--- src/rtl/ram_pkg.sv ---
// Shared types and sizing helpers for the RAM burst initiator and its read buffer.
package ram_pkg;

    typedef enum logic [1:0] {
        IDLE  = 2'd0,
        WRITE = 2'd1,
        READ  = 2'd2
    } state_t;

    localparam int unsigned DEF_DEPTH  = 256;
    localparam int unsigned DEF_DWIDTH = 8;

    function automatic int unsigned addr_width(input int unsigned depth);
        return (depth > 1) ? $clog2(depth) : 1;
    endfunction

    localparam int unsigned DEF_AWIDTH = addr_width(DEF_DEPTH);

    typedef struct packed {
        logic                  write;
        logic [DEF_AWIDTH-1:0] addr;
        logic [DEF_AWIDTH-1:0] len;
    } cmd_t;

endpackage

--- src/rtl/ram_rd_buf.sv ---
// Synchronous FIFO holding RAM read data until the consumer accepts it.
module ram_rd_buf
    import ram_pkg::*;
#(
    parameter  int unsigned DEPTH = 4,
    parameter  int unsigned WIDTH = 8,
    localparam int unsigned PTR_W = addr_width(DEPTH),
    localparam int unsigned OCC_W = $clog2(DEPTH + 1)
) (
    input  logic             clk,
    input  logic             rst_n,
    input  logic             push,
    input  logic [WIDTH-1:0] push_data,
    input  logic             pop,
    output logic [WIDTH-1:0] pop_data,
    output logic [OCC_W-1:0] occ,
    output logic             empty,
    output logic             full
);

    logic [WIDTH-1:0] mem_q [DEPTH];
    logic [WIDTH-1:0] mem_d [DEPTH];
    logic [PTR_W-1:0] wr_ptr_q, wr_ptr_d;
    logic [PTR_W-1:0] rd_ptr_q, rd_ptr_d;
    logic [OCC_W-1:0] occ_q, occ_d;
    logic             do_push, do_pop;

    function automatic logic [PTR_W-1:0] ptr_inc(input logic [PTR_W-1:0] p);
        return (p == PTR_W'(DEPTH - 1)) ? '0 : p + 1'b1;
    endfunction

    always_comb begin
        do_push  = push && (occ_q != OCC_W'(DEPTH));
        do_pop   = pop && (occ_q != '0);
        mem_d    = mem_q;
        wr_ptr_d = wr_ptr_q;
        rd_ptr_d = rd_ptr_q;
        if (do_push) begin
            mem_d[wr_ptr_q] = push_data;
            wr_ptr_d        = ptr_inc(wr_ptr_q);
        end
        if (do_pop) begin
            rd_ptr_d = ptr_inc(rd_ptr_q);
        end
        occ_d = occ_q + OCC_W'(do_push) - OCC_W'(do_pop);
    end

    always_ff @(posedge clk or negedge rst_n) begin
        if (!rst_n) begin
            for (int unsigned i = 0; i < DEPTH; i++) begin
                mem_q[i] <= '0;
            end
            wr_ptr_q <= '0;
            rd_ptr_q <= '0;
            occ_q    <= '0;
        end else begin
            mem_q    <= mem_d;
            wr_ptr_q <= wr_ptr_d;
            rd_ptr_q <= rd_ptr_d;
            occ_q    <= occ_d;
        end
    end

    assign pop_data = mem_q[rd_ptr_q];
    assign occ      = occ_q;
    assign empty    = (occ_q == '0);
    assign full     = (occ_q == OCC_W'(DEPTH));

endmodule

--- src/rtl/ram_burst_initiator.sv ---
// Burst command engine driving the RAM ports with single-beat accesses,
// wrapping addresses, and a credit-limited read-return buffer.
module ram_burst_initiator
    import ram_pkg::*;
#(
    parameter  int unsigned DEPTH      = DEF_DEPTH,
    parameter  int unsigned DWIDTH     = DEF_DWIDTH,
    parameter  int unsigned RD_LAT     = 1,
    parameter  int unsigned RBUF_DEPTH = 4,
    localparam int unsigned AWIDTH     = addr_width(DEPTH)
) (
    input  logic              clk,
    input  logic              rst,
    input  logic              cmd_valid,
    output logic              cmd_ready,
    input  logic              cmd_write,
    input  logic [AWIDTH-1:0] cmd_addr,
    input  logic [AWIDTH-1:0] cmd_len,
    input  logic              wdat_valid,
    output logic              wdat_ready,
    input  logic [DWIDTH-1:0] wdat_data,
    output logic              rdat_valid,
    input  logic              rdat_ready,
    output logic [DWIDTH-1:0] rdat_data,
    output logic              busy,
    output logic              done,
    output logic              wr_enbl,
    output logic [AWIDTH-1:0] wr_addr,
    output logic [DWIDTH-1:0] wr_data,
    output logic              rd_enbl,
    output logic [AWIDTH-1:0] rd_addr,
    input  logic [DWIDTH-1:0] rd_data
);

    localparam int unsigned       OCC_W     = $clog2(RBUF_DEPTH + 1);
    localparam int unsigned       CNT_W     = $clog2(RBUF_DEPTH + RD_LAT + 2);
    localparam logic [AWIDTH-1:0] LAST_ADDR = AWIDTH'(DEPTH - 1);

    state_t              state_q, state_d;
    logic                init_q;
    logic [AWIDTH-1:0]   addr_q, addr_d;
    logic [AWIDTH:0]     beats_q, beats_d;
    logic [AWIDTH:0]     deliver_q, deliver_d;
    logic                wr_enbl_q, wr_enbl_d;
    logic [AWIDTH-1:0]   wr_addr_q, wr_addr_d;
    logic [DWIDTH-1:0]   wr_data_q, wr_data_d;
    logic                rd_enbl_q, rd_enbl_d;
    logic [AWIDTH-1:0]   rd_addr_q, rd_addr_d;
    logic [RD_LAT:0]     pipe_q, pipe_d;

    logic                wr_accept, issue, push, pop;
    logic                buf_empty, buf_full;
    logic [OCC_W-1:0]    buf_occ;
    logic [CNT_W-1:0]    outstanding;

    always_ff @(posedge clk or negedge rst) begin
        if (!rst) begin
            state_q   <= IDLE;
            init_q    <= 1'b0;
            addr_q    <= '0;
            beats_q   <= '0;
            deliver_q <= '0;
            wr_enbl_q <= 1'b0;
            wr_addr_q <= '0;
            wr_data_q <= '0;
            rd_enbl_q <= 1'b0;
            rd_addr_q <= '0;
            pipe_q    <= '0;
        end else begin
            state_q   <= state_d;
            init_q    <= 1'b1;
            addr_q    <= addr_d;
            beats_q   <= beats_d;
            deliver_q <= deliver_d;
            wr_enbl_q <= wr_enbl_d;
            wr_addr_q <= wr_addr_d;
            wr_data_q <= wr_data_d;
            rd_enbl_q <= rd_enbl_d;
            rd_addr_q <= rd_addr_d;
            pipe_q    <= pipe_d;
        end
    end

    // beats_q counts beats still to accept/issue; deliver_q counts read beats still to hand over.
    always_comb begin
        state_d   = state_q;
        addr_d    = addr_q;
        beats_d   = beats_q;
        deliver_d = deliver_q;
        wr_enbl_d = wr_accept;
        wr_addr_d = wr_addr_q;
        wr_data_d = wr_data_q;
        rd_enbl_d = issue;
        rd_addr_d = rd_addr_q;
        pipe_d[0] = issue;
        for (int unsigned i = 1; i <= RD_LAT; i++) begin
            pipe_d[i] = pipe_q[i-1];
        end
        case (state_q)
            IDLE: begin
                if (cmd_valid && cmd_ready) begin
                    addr_d    = cmd_addr;
                    beats_d   = {1'b0, cmd_len} + 1'b1;
                    deliver_d = {1'b0, cmd_len} + 1'b1;
                    state_d   = cmd_write ? WRITE : READ;
                end
            end
            WRITE: begin
                if (wr_accept) begin
                    wr_addr_d = addr_q;
                    wr_data_d = wdat_data;
                end
                if (done) begin
                    state_d = IDLE;
                end
            end
            READ: begin
                if (issue) begin
                    rd_addr_d = addr_q;
                end
                if (pop) begin
                    deliver_d = deliver_q - 1'b1;
                end
                if (done) begin
                    state_d = IDLE;
                end
            end
            default: state_d = IDLE;
        endcase
        if (wr_accept || issue) begin
            addr_d  = (addr_q == LAST_ADDR) ? '0 : addr_q + 1'b1;
            beats_d = beats_q - 1'b1;
        end
    end

    // Reads are only issued while buffered plus in-flight beats leave a free slot,
    // so the buffer can never overflow even when the consumer stalls.
    always_comb begin
        cmd_ready   = init_q && (state_q == IDLE);
        busy        = (state_q != IDLE);
        wdat_ready  = (state_q == WRITE) && (beats_q != '0);
        wr_accept   = wdat_valid && wdat_ready;
        outstanding = CNT_W'(buf_occ);
        for (int unsigned i = 0; i <= RD_LAT; i++) begin
            outstanding = outstanding + CNT_W'(pipe_q[i]);
        end
        issue       = (state_q == READ) && (beats_q != '0) && !buf_full &&
                      (outstanding < CNT_W'(RBUF_DEPTH));
        push        = pipe_q[RD_LAT];
        rdat_valid  = !buf_empty;
        pop         = rdat_valid && rdat_ready;
        done        = ((state_q == WRITE) && (beats_q == '0) && wr_enbl_q) ||
                      ((state_q == READ) && (deliver_q == '0));
    end

    assign wr_enbl = wr_enbl_q;
    assign wr_addr = wr_addr_q;
    assign wr_data = wr_data_q;
    assign rd_enbl = rd_enbl_q;
    assign rd_addr = rd_addr_q;

    ram_rd_buf #(
        .DEPTH (RBUF_DEPTH),
        .WIDTH (DWIDTH)
    ) u_rd_buf (
        .clk       (clk),
        .rst_n     (rst),
        .push      (push),
        .push_data (rd_data),
        .pop       (pop),
        .pop_data  (rdat_data),
        .occ       (buf_occ),
        .empty     (buf_empty),
        .full      (buf_full)
    );

endmodule

--- config.mk ---
export PLATFORM = sky130hd
export DESIGN_NAME = ram_burst_initiator
export DESIGN_NICKNAME = d
export VERILOG_FILES = /design/src/rtl/ram_pkg.sv /design/src/rtl/ram_rd_buf.sv /design/src/rtl/ram_burst_initiator.sv
export SDC_FILE = /design/constraint.sdc
export NUM_CORES = 1
export LEC_CHECK = 0
export BUFFER_PORTS_ARGS = -buffer_cell sky130_fd_sc_hd__buf_2
export CELL_PAD_IN_SITES_DETAIL_PLACEMENT = 1
export CELL_PAD_IN_SITES_GLOBAL_PLACEMENT = 2
export CORE_AREA = 2 2 134 104
export CTS_CLUSTER_DIAMETER = 60
export CTS_CLUSTER_SIZE = 40
export DETAILED_ROUTE_END_ITERATION = 10
export DIE_AREA = 0 0 136 106
export GPL_TIMING_DRIVEN = 0
export PLACE_DENSITY = 0.89
export SLEW_MARGIN = 10
export SYNTH_ARGS = -nofsm -noshare
export SYNTH_HDL_FRONTEND = slang
export SYNTH_SLANG_ARGS = --single-unit
--- constraint.sdc ---
create_clock -name clk -period 2.55 [get_ports clk]
set_input_delay 0.1275 -clock clk [delete_from_list [all_inputs] [get_ports clk]]
set_output_delay 0.1275 -clock clk [all_outputs]
set_load 0.01 [all_outputs]
Word-level counts from Yosys, hierarchy flattened
Index checks and enable logic that the tools add are counted.

Register bits after elaboration: 96. Bits of input ports: 38. Output and inout bits: 39. Word-level logic and storage cells: 99.

Add/subtract/negate cells: 10. $lt $le $gt $ge: 4. Mux-type cells: 21. Reduce and logical (&&, ||, !) cells: 34. Bitwise gates (word level): 2. Equal/unequal tests: 10.

Operators with widths (count): $mux W8 (7); $mux W9 (4); $bwmux W32 (1); $logic_not A9 Y1 (2); $pmux W9 S2 (1); $sub A9 B1 Y9 const B (2); $bmux W8 S2 (1); $demux W8 S2 (1); $logic_and A1 B1 Y1 (14); $mux W2 (5); $add A3 B1 Y3 (3); $add A8 B1 Y9 const B (1); $reduce_bool A9 Y1 (1); $add A8 B1 Y8 const B (1); $eq A8 B8 Y1 const B (1); $reduce_and A2 Y1 (4); $reduce_bool A2 Y1 (4); $eq A2 B2 Y1 const B (3); $ge A3 B3 Y1 const B (2); $not A2 Y3 (2); $add A2 B1 Y2 const B (2); $ne A2 B1 Y1 const B (2); $pmux W2 S2 (1); $eq A3 B3 Y1 const B (1); 13 further kinds (15).

Logic depth before layout (Yosys ltp)
Gate-level depths: netlist of the first run.

Word-level depth: 7. Gate-level depth with buffers: 11. Mapped depth without buffers: 8.

By module
Synthesis of the first run repeated with hierarchy kept, for this count alone.

Cell total of the unflattened synthesis: 411. Area total of the unflattened synthesis: 5057.4 um^2.

Modules (own cells, without submodules): ram_burst_initiator (times used 1, cells an instance 295, area each 3091.7 um^2, seq. area each 1401.3 um^2); ram_rd_buf (times used 1, cells an instance 116, area each 1965.6 um^2, seq. area each 975.9 um^2).

Worst setup path before layout of the first run
No wires, ideal clock.

Path kind: flip-flop to flip-flop. Start point: register beats_q[3]. End point: register addr_q[2]. Setup time: 124 ps. Arrival: 2063 ps. Required time: 2426 ps. Clock period less this slack: 2186 ps. Buffers on the path: 2. Stages on the path, launching flop included: 9. Slack: 364 ps. Cell sequence: dfrtp_1 > or4_4 > o41ai_4 > inv_2 > buf_6 > a21oi_2 > buf_4 > o21bai_1 > a211o_1.

Elaborated cells between the ends (all ways): 11. Classes of those cells: 1 x mux; 10 x reduce/logical.

RTL lines: start: declaration (line ram_burst_initiator.sv:42) `logic [AWIDTH:0] beats_q, beats_d;`; start signal: assignment (line ram_burst_initiator.sv:73) `beats_q <= beats_d;`; $reduce_bool A9 Y1 * (line ram_burst_initiator.sv:141) `wdat_ready = (state_q == WRITE) && (beats_q != '0);`; $logic_and A1 B1 Y1 * (line ram_burst_initiator.sv:141); $logic_and A1 B1 Y1 * (line ram_burst_initiator.sv:142) `wr_accept = wdat_valid && wdat_ready;`; net wr_accept (line ram_burst_initiator.sv:51) `logic wr_accept, issue, push, pop;`; $logic_or A1 B1 Y1 * (line ram_burst_initiator.sv:130) `if (wr_accept || issue) begin`; $reduce_bool A2 Y1 (no line); $reduce_and A2 Y1 (no line); end signal: assignment (line ram_burst_initiator.sv:72) `addr_q <= addr_d;`; end: declaration (line ram_burst_initiator.sv:41) `logic [AWIDTH-1:0] addr_q, addr_d;`.

Mark *: on every way through the listed nets, which the timed path passes. The rest lies on a longest branch. A chain may end at the register's enable or synchronous reset.

Worst setup path in the final report of the first run
Same ends and word-level chain as after synthesis.

==> results of run 1 <==
==> metal layers <==
metal	vias to the layer above	routed length, µm
li1	1683	-
met1	1886	5780
met2	54	6360
met3	14	283
met4	0	214
met5	-	0
==> sequential cells by signal, summed over array words and instances, names as in the netlist <==
register,count
deliver_q,9
beats_q,9
u_rd_buf.occ,3
wr_enbl,1
init_q,1
rd_addr,8
wr_addr,8
state_q,2
u_rd_buf.rd_ptr_q,2
u_rd_buf.mem_q,32
wr_data,8
addr_q,8
pipe_q,2
u_rd_buf.wr_ptr_q,2
==> layout by cell type (no fill, tap or decap), types with 5 or more instances in the layout <==
cell / n
clkbuf_16: 9
buf_4: 5
mux2_2: 55
inv_1: 19
o21ai_0: 17
nor3_1: 6
dfrtp_1: 94
ha_1: 14
mux4_2: 8
or3_1: 7
and2_1: 5
nor2_1: 14
a21oi_1: 12
nand2_1: 29
nand3_1: 9
buf_2: 75
o22ai_1: 8
clkbuf_1: 5
and3_1: 8
a211o_1: 5
==> path summary, 6_finish.rpt <==
| kind | slack, ns | start | to | cells after the start |
|---|---|---|---|---|
| max | 0.08 | beats_q[3] | addr_q[2] | 8 |
| min | 0.008 | cmd_write | state_q[1] | 2 |
| max reg2reg | 0.08 | beats_q[3] | addr_q[2] | 8 |
| min reg2reg | 0.44 | pipe_q[0] | pipe_q[1] | 0 |
| max in group asynchronous | 1.58 | rst | beats_q[3] | 3 |
| min in group asynchronous | 0.26 | rst | u_rd_buf.mem_q[0] | 2 |
==> power by group <==
part	total, W	internal, W	leakage [nW]	switching [W]
logic	0.00284	0.00142	1.28	0.00142
clock network	0.00134	0.000703	0.137	0.000633
registers	0.00280	0.00222	1.15	0.000580
==> synthesized netlist by cell type, drive strengths merged, types with 2 or more instances <==
library cell,number,share of area
a211o,5,0.0092
a211oi,2,0.0042
a21o,3,0.0047
a21oi,13,0.014
a22o,4,0.0074
a22oi,2,0.0032
a2bb2oi,2,0.0037
a31oi,4,0.0053
and2,5,0.0066
and3,8,0.011
buf,4,0.0071
clkbuf,8,0.0063
dfrtp,95,0.50
ha,15,0.039
inv,20,0.016
mux2,55,0.13
mux2i,3,0.0063
mux4,8,0.038
nand2,29,0.023
nand2b,5,0.0066
nand3,9,0.0095
nand4,4,0.0053
nor2,15,0.012
nor3,6,0.0063
nor4,3,0.0039
o211ai,4,0.0063
o21ai,19,0.020
o21bai,2,0.0032
o221ai,3,0.0055
o22ai,8,0.011
o311ai,4,0.0074
or2,2,0.0026
or3,7,0.0092
or4,4,0.0071
xnor2,4,0.0074
xor2,4,0.0074
==> area by class of cell <==
type                       instances  area [µm²]  share of cell area
clock buffer                      10         239              0.0416
sequential                        95        2380               0.414
clock inverter                     6        52.6             0.00915
multi-input combinational        277        2270               0.394
inverter                          20        75.1              0.0131
tap                              175         219              0.0381
buffer                            11        62.6              0.0109
timing repair buffer              82         453              0.0788
==> timing repair <==
action                                  in CTS  in global routing
hold endpoints to repair                    31                  1
pin swaps                                    0                  1
hold buffers                                 1                  1
gates resized for setup                      5                  6
setup buffers                                0                  3
endpoints found under the setup margin      20                 19
==> cells by family (layout without fill, tap and decap cells) <==
| kind of cell | Yosys count | count (layout) | synth area share |
|---|---|---|---|
| simple gates | 103 | 103 | 0.113 |
| flops | 95 | 95 | 0.500 |
| compound gates | 83 | 83 | 0.124 |
| mux | 66 | 66 | 0.174 |
| buf+inv | 32 | 129 | 0.0292 |
| fa+ha+maj | 16 | 16 | 0.0437 |
| xor+xnor | 8 | 8 | 0.0147 |
| other cells | 1 | 1 | 0.000789 |
==> per-stage QoR <==
step	utilization	hold slack, ns	worst slack (ns)
after global placement	0.404	0.361	-0.227
after global routing	0.434	0.00124	-0.0598
after detailed placement	0.407	0.105	-0.354
after CTS	0.430	0.00319	0.00282
after floorplan	-	-0.168	0.364
final	0.434	0.00784	0.0762
==> reports/qor.csv, run 1 <==
metric,value,unit
status,"complete, no violations",
slowest_delay,0.58,ns
gr-total-overflow,0,
fmax,404,MHz
clkLatencyLatePin,0.35,ns
synth-seq-area-share,0.500,
p_leak,2.57,nW
cp_num_buf_inv,3,
crit_slowest_cell,or4_4,
avgSynthCellArea,11.8,µm²
wirelength,12600,µm
htree_levels,3,
crit_chain,"or4_4, o41ai_4, inv_2, buf_6, a21oi_2, buf_4, o21bai_1, a211o_1",
crit_path_end_kind,flop,
cp_max_fo,10,
num_vias,3637,
die_x,136,µm
path_clk_slew,0.07,ns
finalSetupViolCount,0,
fin_crit,2.47,ns
postLayoutCellArea,0.00575,mm²
hold_path_class,in -> reg,
dpl.hpwl,9100,µm
worstSetupStartpointType,flop,
slew_violations,0,
grt_util_all_layers,0.185,
drv_cap,0,
drtAntennaViolNets,0,
syn_to_final_growth,20.8,%
yosysWarnings,0,
top_usage_layer,met2,
io_buffers,76,
async_reset_ff_frac,1.00,
critical-path-top-delay-family,compound AO/OA/AOI/OAI gates,
drt_first_pass_iters,4,
drt_iter0_markers,143,
rows,37,
powerDensity,1210,mW/mm²
grt_max_degree,65,
die_h,106,µm
grt_first_pass_wirelength,20600,µm
die-area,0.0144,mm²
synth-edff-count,0,
dpl_cell_area,0.00538,mm²
cts_tree,done,
max_slew_margin,0.421,
design.core.area,0.0132,mm²
postSynthCellCount,404,
cts_buffers,9,
ys_ff_latch,95,
viasPerCell,5.38,
met1_usage,0.236,
synthesis.nets,458,
wl_per_cell,18.7,µm
ys.flop_type,dfrtp_1,
clockBufferDepth,2,
ios,77,
grt_pass1_vias,3950,
ir_worst_vdd,0.000546,V
netlist_area,0.00475,mm²
rsz0062_at_grt,yes,
antenna_found_initial,0,
nets,550,
worstSetupPathType,reg -> reg,
cts_num_sinks,95,
fin_cells,676,
route.detailed.drc,0,
use_met2,0.315,
layout-drive-gt1-share,0.361,
start_util,0.359,
place.gp.congestion,0.792,
cts-root-buf,clkbuf_16,
finalHoldViolCount,0,
finClkSkew,0.00961,ns
num-fill-cells,1483,
use_met3,0.0377,
netlist-cell-type-count,59,
tns,0,ns
place_inst,656,
worst_pin_slew,0.869,ns
fin_crit_sh,0.970,
crit_arrival,2.70,ns
antennaDiodeCount,0,
worst-endpoint-required,2.78,ns
power.total,0.00698,W
(Power assumes the default switching activity.)
==> inputs of run 2 (changes only) <==
--- a/config.mk
+++ b/config.mk
@@ -15,6 +15,7 @@
 export DIE_AREA = 0 0 136 106
 export GPL_TIMING_DRIVEN = 0
 export PLACE_DENSITY = 0.89
+export RECOVER_POWER = 100
 export SLEW_MARGIN = 10
 export SYNTH_ARGS = -nofsm -noshare
 export SYNTH_HDL_FRONTEND = slang
==> reports/qor.csv, run 2 (synthesized netlist as in run 1, its figures left out) <==
metric,value,unit,change
status,"complete, but fails checks",,
violations,"max-capacitance violations, max-slew violations",,
antenna_found_initial,0,,unchanged
worstSetupPathType,reg -> reg,,
power.total,0.00692,W,-0.76%
grt_first_pass_wirelength,20600,µm,unchanged
worst-endpoint-required,2.78,ns,about the same
max_slew_margin,-0.239,,-0.659
cts_buffers,9,,unchanged
start_util,0.359,,unchanged
gr-total-overflow,0,,unchanged
worst_pin_slew,1.86,ns,+0.989 ns
num-fill-cells,1496,,+0.88%
ir_worst_vdd,0.000526,V,-3.7%
dpl.hpwl,9100,µm,unchanged
clkLatencyLatePin,0.35,ns,about the same
die_h,106,µm,unchanged
cp_max_fo,10,,unchanged
wl_met2,6360,µm,about the same
design.core.area,0.0132,mm²,unchanged
crit_arrival,2.70,ns,about the same
cts-root-buf,clkbuf_16,,
htree_levels,3,,unchanged
wl_met3,300,µm,+6.0%
crit_chain,"or4_4, o41ai_4, inv_2, buf_6, a21oi_2, buf_4, o21bai_1, a211o_1",,
wirelength,12600,µm,-0.13%
multi_input_area,0.00227,mm²,unchanged
fmax,404,MHz,-0.16%
finalSetupViolCount,0,,unchanged
slew_violations,32,,+32
crit_path_end_kind,flop,,
io_buffers,76,,unchanged
finalHoldViolCount,0,,unchanged
nets,550,,unchanged
rsz0062_at_grt,yes,,
largest_register_ffs,32,,unchanged
fin_crit_sh,0.972,,+0.00151
top_regs,"u_rd_buf.mem_q: 32 flops, beats_q: 9 flops, deliver_q: 9 flops",,
drv_cap,1,,+1
grt_pass1_vias,3950,,unchanged
routed.top_layer,met4,,
worstSetupStartpointType,flop,,
crit_slowest_cell,or4_4,,
viasPerCell,5.39,,+0.25%
cts_tree,done,,
postLayoutCellArea,0.00571,mm²,-0.68%
drtAntennaViolNets,0,,unchanged
finClkSkew,0.00909,ns,-0.000520 ns
ios,77,,unchanged
layout-drive-gt1-share,0.303,,-0.0579
num_vias,3646,,+0.25%
wl_met1,5740,µm,-0.61%
place.gp.congestion,0.792,,unchanged
drt_iter0_markers,150,,+4.9%
seq_area,0.00238,mm²,unchanged
route.detailed.drc,0,,unchanged
grt_util_all_layers,0.185,,unchanged
path_clk_slew,0.07,ns,about the same
wl_per_cell,18.7,µm,-0.13%
layout_commonest_cell,dfrtp_1,,
cp_num_buf_inv,3,,unchanged
clockBufferDepth,2,,unchanged
drt_first_pass_iters,4,,unchanged
p_leak,2.47,nW,-3.7%
die-area,0.0144,mm²,unchanged
die_x,136,µm,unchanged
antennaDiodeCount,0,,unchanged
hold_path_class,in -> reg,,
slowest_delay,0.58,ns,about the same
dpl_cell_area,0.00538,mm²,unchanged
powerDensity,1210,mW/mm²,about the same
mostFrequentLayoutCells,"dfrtp_1 (94), mux2_2 (55), buf_2 (47)",,
layout_setup_ws,0.0724,ns,-0.00385 ns
rows,37,,unchanged
grt_max_degree,65,,unchanged
syn_to_final_growth,20.0,%,
dp_slack,-0.354,ns,unchanged
cts_num_sinks,95,,unchanged
critical-path-top-delay-family,compound AO/OA/AOI/OAI gates,,
fin_crit,2.48,ns,+0.00385 ns
top_register,u_rd_buf.mem_q,,
==> run 2: final cells by class <==
type | count | share of cell area
buffer | 11 | 0.0110
clock buffer | 10 | 0.0419
clock inverter | 6 | 0.00921
inverter | 20 | 0.0132
multi-input combinational | 277 | 0.397
sequential | 95 | 0.417
tap | 175 | 0.0384
timing repair buffer | 82 | 0.0726
==> run 2: path summary, 6_finish.rpt <==
check	start	endpoint	slack [ns]	depth (start not counted)
min	cmd_write	state_q[1]	0.006	2
max in group asynchronous	rst	beats_q[3]	0.61	3
max	beats_q[3]	addr_q[2]	0.07	8
max reg2reg	beats_q[3]	addr_q[2]	0.07	8
min in group asynchronous	rst	u_rd_buf.mem_q[0]	0.81	2
min reg2reg	pipe_q[0]	pipe_q[1]	0.45	0
==> run 2: what timing repair did <==
action	in CTS	in global routing
pin swaps	0	1
hold endpoints to repair	31	1
endpoints found under the setup margin	20	19
setup buffers	0	3
gates resized for setup	5	6
hold buffers	1	1
==> run 2: per-layer routing <==
layer / track usage / up-vias
met4: 0.0573 / 0
li1: - / 1684
met1: 0.236 / 1896
met3: 0.0377 / 14
met2: 0.315 / 52
met5: 0 / -
==> run 2: report_power, final <==
| part | total, W | internal [W] | leakage [nW] | switching, W |
|---|---|---|---|---|
| registers | 0.00281 | 0.00222 | 1.15 | 0.000585 |
| clock network | 0.00133 | 0.000703 | 0.137 | 0.000631 |
| logic | 0.00278 | 0.00136 | 1.19 | 0.00142 |
| total | 0.00692 | 0.00429 | 2.47 | 0.00264 |
==> run 2: metrics by stage <==
step / TNS, ns / hold slack, ns / util / std cells
5_1_grt: -0.238 / 0.00124 / 0.431 / 676
4_1_cts: 0 / 0.00319 / 0.430 / 673
3_5_place_dp: -3.86 / 0.105 / 0.407 / 656
3_3_place_gp: -0.975 / 0.361 / 0.404 / 655
2_1_floorplan: 0 / -0.168 / - / 404
6_report: 0 / 0.00634 / 0.431 / 676
